===== src/rtl/imem_loader_pkg.sv =====
// Shared types and constants for the instruction-memory loader.
// Imported by the byte bus interface, the byte packer and the loader FSM.
package imem_loader_pkg;

    typedef enum logic [1:0] {
        IDLE,
        RECV,
        WRITE,
        DONE
    } loader_state_t;

    localparam int BYTES_PER_WORD = 4;
    localparam int ADDR_SHIFT     = 2;

endpackage


===== src/rtl/imem_loader_if.sv =====
// Host byte stream plus instruction-memory write port.
// master = host/memory side, slave = the loader.
interface imem_loader_if;
    import imem_loader_pkg::*;

    logic                          byte_valid;
    logic [7:0]                    byte_data;
    logic                          byte_ready;
    logic                          mem_we;
    logic [31:0]                   mem_addr;
    logic [8*BYTES_PER_WORD-1:0]   mem_wdata;

    modport master (
        output byte_valid, byte_data,
        input  byte_ready, mem_we, mem_addr, mem_wdata
    );

    modport slave (
        input  byte_valid, byte_data,
        output byte_ready, mem_we, mem_addr, mem_wdata
    );

endinterface


===== src/rtl/imem_loader_byte_packer.sv =====
// Little-endian packer: each loaded byte fills lane byte_cnt of the word,
// lane 0 being bits [7:0]; last flags that the next load completes the word.
module byte_packer
    import imem_loader_pkg::*;
(
    input  logic                        clk,
    input  logic                        reset,
    input  logic                        clear,
    input  logic                        load,
    input  logic [7:0]                  byte_in,
    output logic [8*BYTES_PER_WORD-1:0] word_out,
    output logic                        last
);

    localparam int CNT_W = $clog2(BYTES_PER_WORD);

    logic [CNT_W-1:0] byte_cnt;

    // NOTE: the word register is reset too because it drives mem_wdata, whose reset value is 0.
    always_ff @(posedge clk) begin
        if (reset) begin
            byte_cnt <= '0;
            word_out <= '0;
        end else if (clear) begin
            byte_cnt <= '0;
        end else if (load) begin
            // NOTE: non-blocking so byte_cnt selects the lane with its pre-edge value.
            for (int i = 0; i < BYTES_PER_WORD; i++) begin
                if (byte_cnt == CNT_W'(i)) begin
                    word_out[8*i +: 8] <= byte_in;
                end
            end
            byte_cnt <= byte_cnt + CNT_W'(1);
        end
    end

    assign last = (byte_cnt == CNT_W'(BYTES_PER_WORD - 1));

endmodule


===== src/rtl/imem_loader.sv =====
// Program loader: packs host bytes into words, writes them to the instruction
// memory and holds the CPU off until the whole program is in place.
module imem_loader
    import imem_loader_pkg::*;
#(
    parameter int NUM_WORDS = 64
) (
    input  logic              clk,
    input  logic              reset,
    input  logic              start,
    input  logic [31:0]       len,
    input  logic              abort,
    imem_loader_if.slave      bus,
    output logic              cpu_hold,
    output logic              busy,
    output logic              done,
    output logic              error
);

    localparam int IDX_W = (NUM_WORDS > 1) ? $clog2(NUM_WORDS) : 1;

    loader_state_t              state_q;
    loader_state_t              state_d;
    logic [IDX_W-1:0]           word_idx;
    logic [IDX_W-1:0]           last_idx;
    logic [8*BYTES_PER_WORD-1:0] word;
    logic                       word_last;
    logic                       len_ok;
    logic                       accept;
    logic                       cut;
    logic                       xfer;

    // Length is range-checked at full width before truncation into last_idx.
    assign len_ok = (len != 32'd0) && (len <= 32'(NUM_WORDS));
    assign accept = (state_q == IDLE) && start && len_ok;
    assign cut    = ((state_q == RECV) || (state_q == WRITE)) && abort;
    assign xfer   = (state_q == RECV) && bus.byte_valid && !abort;

    byte_packer u_packer (
        .clk      (clk),
        .reset    (reset),
        .clear    (accept || cut),
        .load     (xfer),
        .byte_in  (bus.byte_data),
        .word_out (word),
        .last     (word_last)
    );

    // NOTE: every always_comb output gets a default first so no path can infer a latch.
    always_comb begin
        state_d = state_q;
        case (state_q)
            IDLE:    if (accept) state_d = RECV;
            RECV: begin
                if (abort)                  state_d = IDLE;
                else if (xfer && word_last) state_d = WRITE;
            end
            WRITE: begin
                if (abort)                  state_d = IDLE;
                else if (word_idx == last_idx) state_d = DONE;
                else                        state_d = RECV;
            end
            DONE:    state_d = IDLE;
            default: state_d = IDLE;
        endcase
    end

    always_ff @(posedge clk) begin
        if (reset) begin
            state_q  <= IDLE;
            word_idx <= '0;
            last_idx <= '0;
            error    <= 1'b0;
        end else begin
            state_q <= state_d;
            if (accept) begin
                word_idx <= '0;
                last_idx <= IDX_W'(len - 32'd1);
            end else if ((state_q == WRITE) && !abort && (word_idx != last_idx)) begin
                word_idx <= word_idx + IDX_W'(1);
            end

            if (accept) begin
                error <= 1'b0;
            end else if (((state_q == IDLE) && start && !len_ok) || cut) begin
                error <= 1'b1;
            end
        end
    end

    assign bus.byte_ready = (state_q == RECV);
    // abort must suppress a write in the same cycle, so it is the one input gating an output.
    assign bus.mem_we     = (state_q == WRITE) && !abort;
    assign bus.mem_addr   = 32'(word_idx) << ADDR_SHIFT;
    assign bus.mem_wdata  = word;
    assign cpu_hold       = (state_q != IDLE);
    assign busy           = (state_q != IDLE);
    assign done           = (state_q == DONE);

endmodule


===== src/flat_wrapper.sv =====
// flat-port wrapper written by rule: the top's interface ports become plain ports
module imem_loader_flat import imem_loader_pkg::*;
#(
    parameter int NUM_WORDS = 64
)
  (clk, reset, start, len, abort, cpu_hold, busy, done, error, bus_byte_valid, bus_byte_data, bus_byte_ready, bus_mem_we, bus_mem_addr, bus_mem_wdata);
  imem_loader_if bus_i ();
  input  logic clk;
  input  logic reset;
  input  logic start;
  input  logic [31:0] len;
  input  logic abort;
  output logic cpu_hold;
  output logic busy;
  output logic done;
  output logic error;
  input wire logic [$bits(bus_i.byte_valid)-1:0] bus_byte_valid;
  input wire logic [$bits(bus_i.byte_data)-1:0] bus_byte_data;
  output wire logic [$bits(bus_i.byte_ready)-1:0] bus_byte_ready;
  output wire logic [$bits(bus_i.mem_we)-1:0] bus_mem_we;
  output wire logic [$bits(bus_i.mem_addr)-1:0] bus_mem_addr;
  output wire logic [$bits(bus_i.mem_wdata)-1:0] bus_mem_wdata;
  assign bus_i.byte_valid = bus_byte_valid;
  assign bus_i.byte_data = bus_byte_data;
  assign bus_byte_ready = bus_i.byte_ready;
  assign bus_mem_we = bus_i.mem_we;
  assign bus_mem_addr = bus_i.mem_addr;
  assign bus_mem_wdata = bus_i.mem_wdata;
  imem_loader #(.NUM_WORDS(NUM_WORDS)) u_core (.clk(clk), .reset(reset), .start(start), .len(len), .abort(abort), .bus(bus_i), .cpu_hold(cpu_hold), .busy(busy), .done(done), .error(error));
endmodule

===== config.mk =====
export PLATFORM = sky130hd
export DESIGN_NAME = imem_loader_flat
export DESIGN_NICKNAME = d
export VERILOG_FILES = /design/src/rtl/imem_loader_pkg.sv /design/src/rtl/imem_loader_if.sv /design/src/rtl/imem_loader_byte_packer.sv /design/src/rtl/imem_loader.sv /design/src/flat_wrapper.sv
export SDC_FILE = /design/constraint.sdc
export NUM_CORES = 1
export LEC_CHECK = 0
export ABC_AREA = 1
export BUFFER_PORTS_ARGS = -buffer_cell sky130_fd_sc_hd__buf_2
export CAP_MARGIN = 20
export CORE_ASPECT_RATIO = 1.75
export CORE_MARGIN = 2
export CORE_UTILIZATION = 54
export CTS_BUF_LIST = sky130_fd_sc_hd__clkbuf_2
export DETAILED_ROUTE_END_ITERATION = 10
export MAX_ROUTING_LAYER = met4
export PLACE_DENSITY = 0.93
export SKIP_LAST_GASP = 1
export SLEW_MARGIN = 25
export SYNTH_ARGS = -nofsm -noshare
export SYNTH_HDL_FRONTEND = slang
export SYNTH_HIERARCHICAL = 1
export SYNTH_SLANG_ARGS = --single-unit

===== constraint.sdc =====
create_clock -name clk -period 4.08 [get_ports clk]
set_clock_uncertainty 0.2 [all_clocks]
set_input_delay 0.612 -clock clk [delete_from_list [all_inputs] [get_ports clk]]
set_output_delay 0.612 -clock clk [all_outputs]
set_load 0.05 [all_outputs]

### After elaboration in Yosys (flattened, before gate mapping)

Cells that the tools add are included.
W data, S select, Z words.

| operators by class | value |
|---|---|
| bitwise gates (word level) | 1 |
| $lt $le $gt $ge | 1 |
| shift-type cells | 0 |
| multiply operators | 0 |
| equal/unequal tests | 10 |
| add/subtract/negate cells | 3 |
| muxes and demuxes | 6 |
| divide/modulo/power cells | 0 |
| reductions and logical operators | 26 |

Operator list:

| kind | number |
|---|---|
| $le A32 B7 Y1 const B | 1 |
| $reduce_bool A32 Y1 | 1 |
| $reduce_and A3 Y1 | 4 |
| $logic_and A1 B1 Y1 | 10 |
| $mux W2 | 5 |
| $eq A2 B2 Y1 const B | 4 |
| $pmux W2 S4 | 1 |
| $add A6 B1 Y6 const B | 1 |
| $eq A6 B6 Y1 | 1 |
| $ne A6 B6 Y1 | 1 |
| $sub A6 B1 Y6 const B | 1 |
| $eq A2 B1 Y1 const B | 2 |
| $logic_not A2 Y1 | 2 |
| $reduce_or A2 Y1 | 2 |
| $logic_or A1 B1 Y1 | 3 |
| $ne A3 B2 Y1 const B | 1 |
| $add A2 B1 Y2 const B | 1 |
| $logic_not A1 Y1 | 2 |
| $ne A2 B1 Y1 const B | 1 |
| $reduce_and A2 Y1 | 1 |
| $reduce_bool A2 Y1 | 1 |
| $not A1 Y1 | 1 |

| storage, ports and cells | value |
|---|---|
| latch bits | 0 |
| register bits | 49 |
| RAM bits | 0 |
| word-level logic and storage cells | 56 |
| input port bits | 45 |
| memories kept | 0 |
| memory bits (read-only) | 0 |
| output and inout port bits | 70 |

### Logic depth before layout (Yosys ltp)

| depth | value |
|---|---|
| depth in word-level cells | 7 |
| mapped depth | 14 |
| depth with buffers taken out | 13 |

### Hierarchy

The synthesis kept the hierarchy.

Modules (own cells, without submodules):

| module | instances | seq. area each (um2) | area each (um2) | cells each |
|---|---|---|---|---|
| byte_packer | 1 | 680.7 | 1442.6 | 221 |
| imem_loader | 1 | 300.3 | 1312.5 | 199 |

### Worst setup path before layout

Ideal clock, no wire load.

| path | value |
|---|---|
| path type | input -> register |
| start point | input port len[0] |
| end point | register u_core.u_packer.word_out[13] |
| data arrival time | 1.985 ns |
| buffers on the path | 1 |
| library setup time | 0.113 ns |
| setup slack | 1.782 ns |
| data required time | 3.767 ns |
| stages | 14 |
| cells stage by stage | inv_1 ha_1 inv_1 nor2_1 nand3_2 a21oi_4 nand2_4 nand2_1 inv_1 nand3_1 buf_4 nand2_1 nand2_1 nor2_1 |

| between the ends | value |
|---|---|
| longest elaborated chain between the ends | 6 |
| elaborated cells on any way between the ends | 7 |
| classes of those cells | order compare: 1; bitwise: 1; reduce/logical: 5 |

RTL lines:

| element | RTL line | RTL |
|---|---|---|
| start: declaration | flat_wrapper.sv:11 | `input logic [31:0] len;` |
| $le A32 B7 Y1 / $reduce_bool A32 Y1 (equally long branches) | imem_loader.sv:34 | `assign len_ok = (len != 32'd0) && (len <= 32'(NUM_WORDS));` |
| $logic_and A1 B1 Y1 * | imem_loader.sv:34 |  |
| $logic_and A1 B1 Y1 * | imem_loader.sv:35 | `assign accept = (state_q == IDLE) && start && len_ok;` |
| $logic_or A1 B1 Y1 * | imem_loader.sv:42 | `.clear (accept \|\| cut),` |
| $not A1 Y1 (no source line) * | -- |  |
| $reduce_and A3 Y1 (no source line) * | -- |  |
| end signal: indexed assignment | imem_loader_byte_packer.sv:30 | `word_out[8*i +: 8] <= byte_in;` |
| end: declaration | imem_loader_byte_packer.sv:11 | `output logic [8*BYTES_PER_WORD-1:0] word_out,` |

Every way passes the cells marked *; elsewhere a longest branch is shown, timed or not.
A chain may end at the register's enable or synchronous reset.

### Worst setup path in the final report

| path | value |
|---|---|
| start point | register u_core.state_q[0] |
| end point | output port bus_mem_we |

| between the ends | value |
|---|---|
| longest elaborated chain between the ends | 2 |

RTL lines:

| element | RTL line | RTL |
|---|---|---|
| start: declaration | imem_loader.sv:22 | `loader_state_t state_q;` |
| start signal: assignment | imem_loader.sv:75 | `state_q <= state_d;` |
| $eq A2 B2 Y1 | imem_loader.sv:93 | `assign bus.mem_we = (state_q == WRITE) && !abort;` |
| $logic_and A1 B1 Y1 | imem_loader.sv:93 |  |
| end: declaration | flat_wrapper.sv:20 | `output wire logic [$bits(bus_i.mem_we)-1:0] bus_mem_we;` |

Every way passes these cells.

==> results.md <==
- Status: completed
- Clk Latency, worst-skew pair: 420 ps
- Drt via density: between 4 and 5
- Pwr Total: roughly 1.2 mW
- Number of hold buffers added after CTS: 0
- Critical path arrival: around 1700 ps
- Worst Path Required: 3270 ps
- IO Pins: about 120
- Setup TNS: 0 ps
- Initial antenna violation count: 0
- Final Setup Violations: 0
- Count leader, synth: nand2_1
- Global-route wire length before repair: a little over 10000 um
- Placed insts: ~550
- Final worst setup slack: about 1500 ps
- Flop pwr share: 0.437
- Vias in the first global route: around 2400
- Worst setup EP type: output port
- Final max-slew violation count: 0
- Post-synth top flop: dfxtp_1
- Die footprint: between 5000 and 6000 um2
- Setup Buffers After CTS: 0
- #FFs+latches synth: between 40 and 50
- Fin. Hold Viols: 0
- Yosys Warn Count: 6
- Crit path kind: reg -> out
- Gpl congestion: approximately 0.87
- Row count: 34
- Psw: between 0.5 and 0.6 mW
- Count of cell types in the netlist: 26
- Pleak: roughly 1.8 nW
- Detailed-route DRC error count: 0
- Total iterations of the first detailed-routing run: 4
- Clock sink total: 49
- Buffer levels on the longest clock path: 2
- Clock root cell: clkbuf_2
- Share of cells above drive strength 1: 0.208
- Die width: about 58 um
- WL/cell: roughly 11 um
- Final period util: 0.621
- Remaining global-route overflow: 0
- Post-synth top cells: nand2_1 (112), nor2_1 (100), inv_1 (58)
- Diode count: 0
- GRT Util Overall: 0.232
- Slew @ Worst Pin: 1010 ps
- Final HPWL DP: roughly 4900 um
- Maximum vdd drop: just over 0.0004 V
- Routed Antenna Nets: 0
- Post-Synthesis Cell Area: roughly 2800 um2
- Largest area contributor in the synthesized netlist: dfxtp_1
- Post-route insts no fill: between 500 and 600
- Share of flip-flops with an asynchronous set or reset: 0
- Pre-CTS WS: 1310 ps
- Area growth, synth to finish: 14.3%
- Clk network pwr share: 0.170
- Power per cell area: around 380 nW/um2
- Synth top area share: 0.356
- Total of max-cap violations: 0
- Initial DRC count: 75
- Port buffer count: between 80 and 90
- Initial core utilization: 0.558
- Crit path max fanout: 4
- Net Sw Frac: 0.443
- Worst-path clk slew: 240 ps
- Drt total wl: between 6000 and 7000 um
- Max-slew headroom: 0.324
- EDFF count, synth: 0
- CTS tree: yes
- DIE HEIGHT: between 90 and 100 um
- CTS Buf Count: 5
- Via count: 2647
- Pint: ~0.67 mW
- Pin count of the biggest net entering global routing: 34
- Worst Hold Class: in -> reg
- FMAX: slightly below 400 MHz
- CTS resizes: 0
- Minimum clock period: ~2500 ps
- Post-Syn Area per Cell: 6.56 um2
- Top post-synthesis cells by area: dfxtp_1 (36%), nand2_1 (15%), nor2_1 (14%)
- Unrepaired setup endpoints after global routing: no
- H-Tree Depth: 2
- Comb power frac: 0.394
- Post-Syn Instances: 420
- Core Footprint: about 4900 um2
- Nets: ~560
- Startpoint type of the worst setup path: flip-flop
- Sequential area share after synthesis: 0.356
power groups by stage:
stage	Sequential [mW]	Clock (mW)	Combinational, mW
global placement	0.531	0	0.463
finish	0.523	0.203	0.472
global route	0.527	0.231	0.518
detailed placement	0.533	0	0.474
floorplan	0.576	0	0.356
CTS	0.523	0.211	0.475
final cells by class:
type | instances | area [um2]
Inverter | 58 | 218
Tap cell | 54 | 67.6
Fill cell | 464 | 1790
Sequential cell | 49 | 981
Clock inverter | 2 | 13.8
Multi-Input combinational cell | 303 | 1400
Clock buffer | 6 | 30.0
Timing Repair Buffer | 88 | 440
metal layers:
layer / GRT usage / share of wire
met4: 0.0894 / 0.028
met1: 0.222 / 0.36
met3: 0.0394 / 0.071
met5: - / 0
met2: 0.441 / 0.54
cells in the final DEF (no fill, tap or decap), drive strengths merged:
master / synthesis / routed
nand4: 3 / 3
and2: 1 / 1
a21oi: 16 / 16
xor2: 8 / 8
a211oi: 2 / 2
nor3: 1 / 1
or2: 1 / 1
dfxtp: 49 / 49
o22ai: 1 / 1
nor2: 102 / 102
ha: 12 / 12
o21ai: 2 / 2
conb: 1 / 26
buf: 33 / 88
clkinv: 0 / 1
nand3: 10 / 10
inv: 58 / 59
nand2: 116 / 116
clkbuf: 2 / 6
xnor2: 2 / 2
stage by stage:
stage | area [um2] | utilization | hold slack, ps
2_1_floorplan | 2850 | - | 252
3_3_place_gp | 3110 | 0.629 | 273
3_5_place_dp | 3110 | 0.629 | 282
4_1_cts | 3150 | 0.638 | 163
5_1_grt | 3150 | 0.638 | 139
6_report | 3150 | 0.638 | 192
cell families after synthesis:
group,synth area share
adder cells (fa/ha/maj),0.0545
AO/OA/AOI/OAI,0.0445
flip-flops,0.356
AND/OR/NAND/NOR,0.342
buffers and inverters,0.170
other,0.00136
XOR/XNOR,0.0318
state kept, by name, summed over array words and instances, names as in the netlist:
| name | count |
|---|---|
| u_core/u_packer/byte_cnt | 2 |
| u_core/error | 1 |
| u_core/u_packer/word_out | 32 |
| u_core/state_q | 2 |
| u_core/last_idx | 6 |
| u_core/word_idx | 6 |
worst max-delay path, stage by stage, from the launching register on:
cell and delay [ps]:
dfxtp_1 400, inv_1 110, ha_1 150, inv_1 30, nor2_1 260, buf_2 340
worst paths after layout:
| kind | startpoint | to | slack [ps] | cells after the start |
|---|---|---|---|---|
| setup / recovery | u_core/state_q[0] | bus_mem_we | 1550 | 5 |
| hold / removal | reset | u_core/last_idx[5] | 190 | 2 |
| setup reg to reg | u_core/state_q[0] | u_core/u_packer/word_out[24] | 1590 | 13 |
| hold reg to reg | u_core/last_idx[3] | u_core/last_idx[3] | 310 | 2 |
Power figures use the tool's default switching activity.
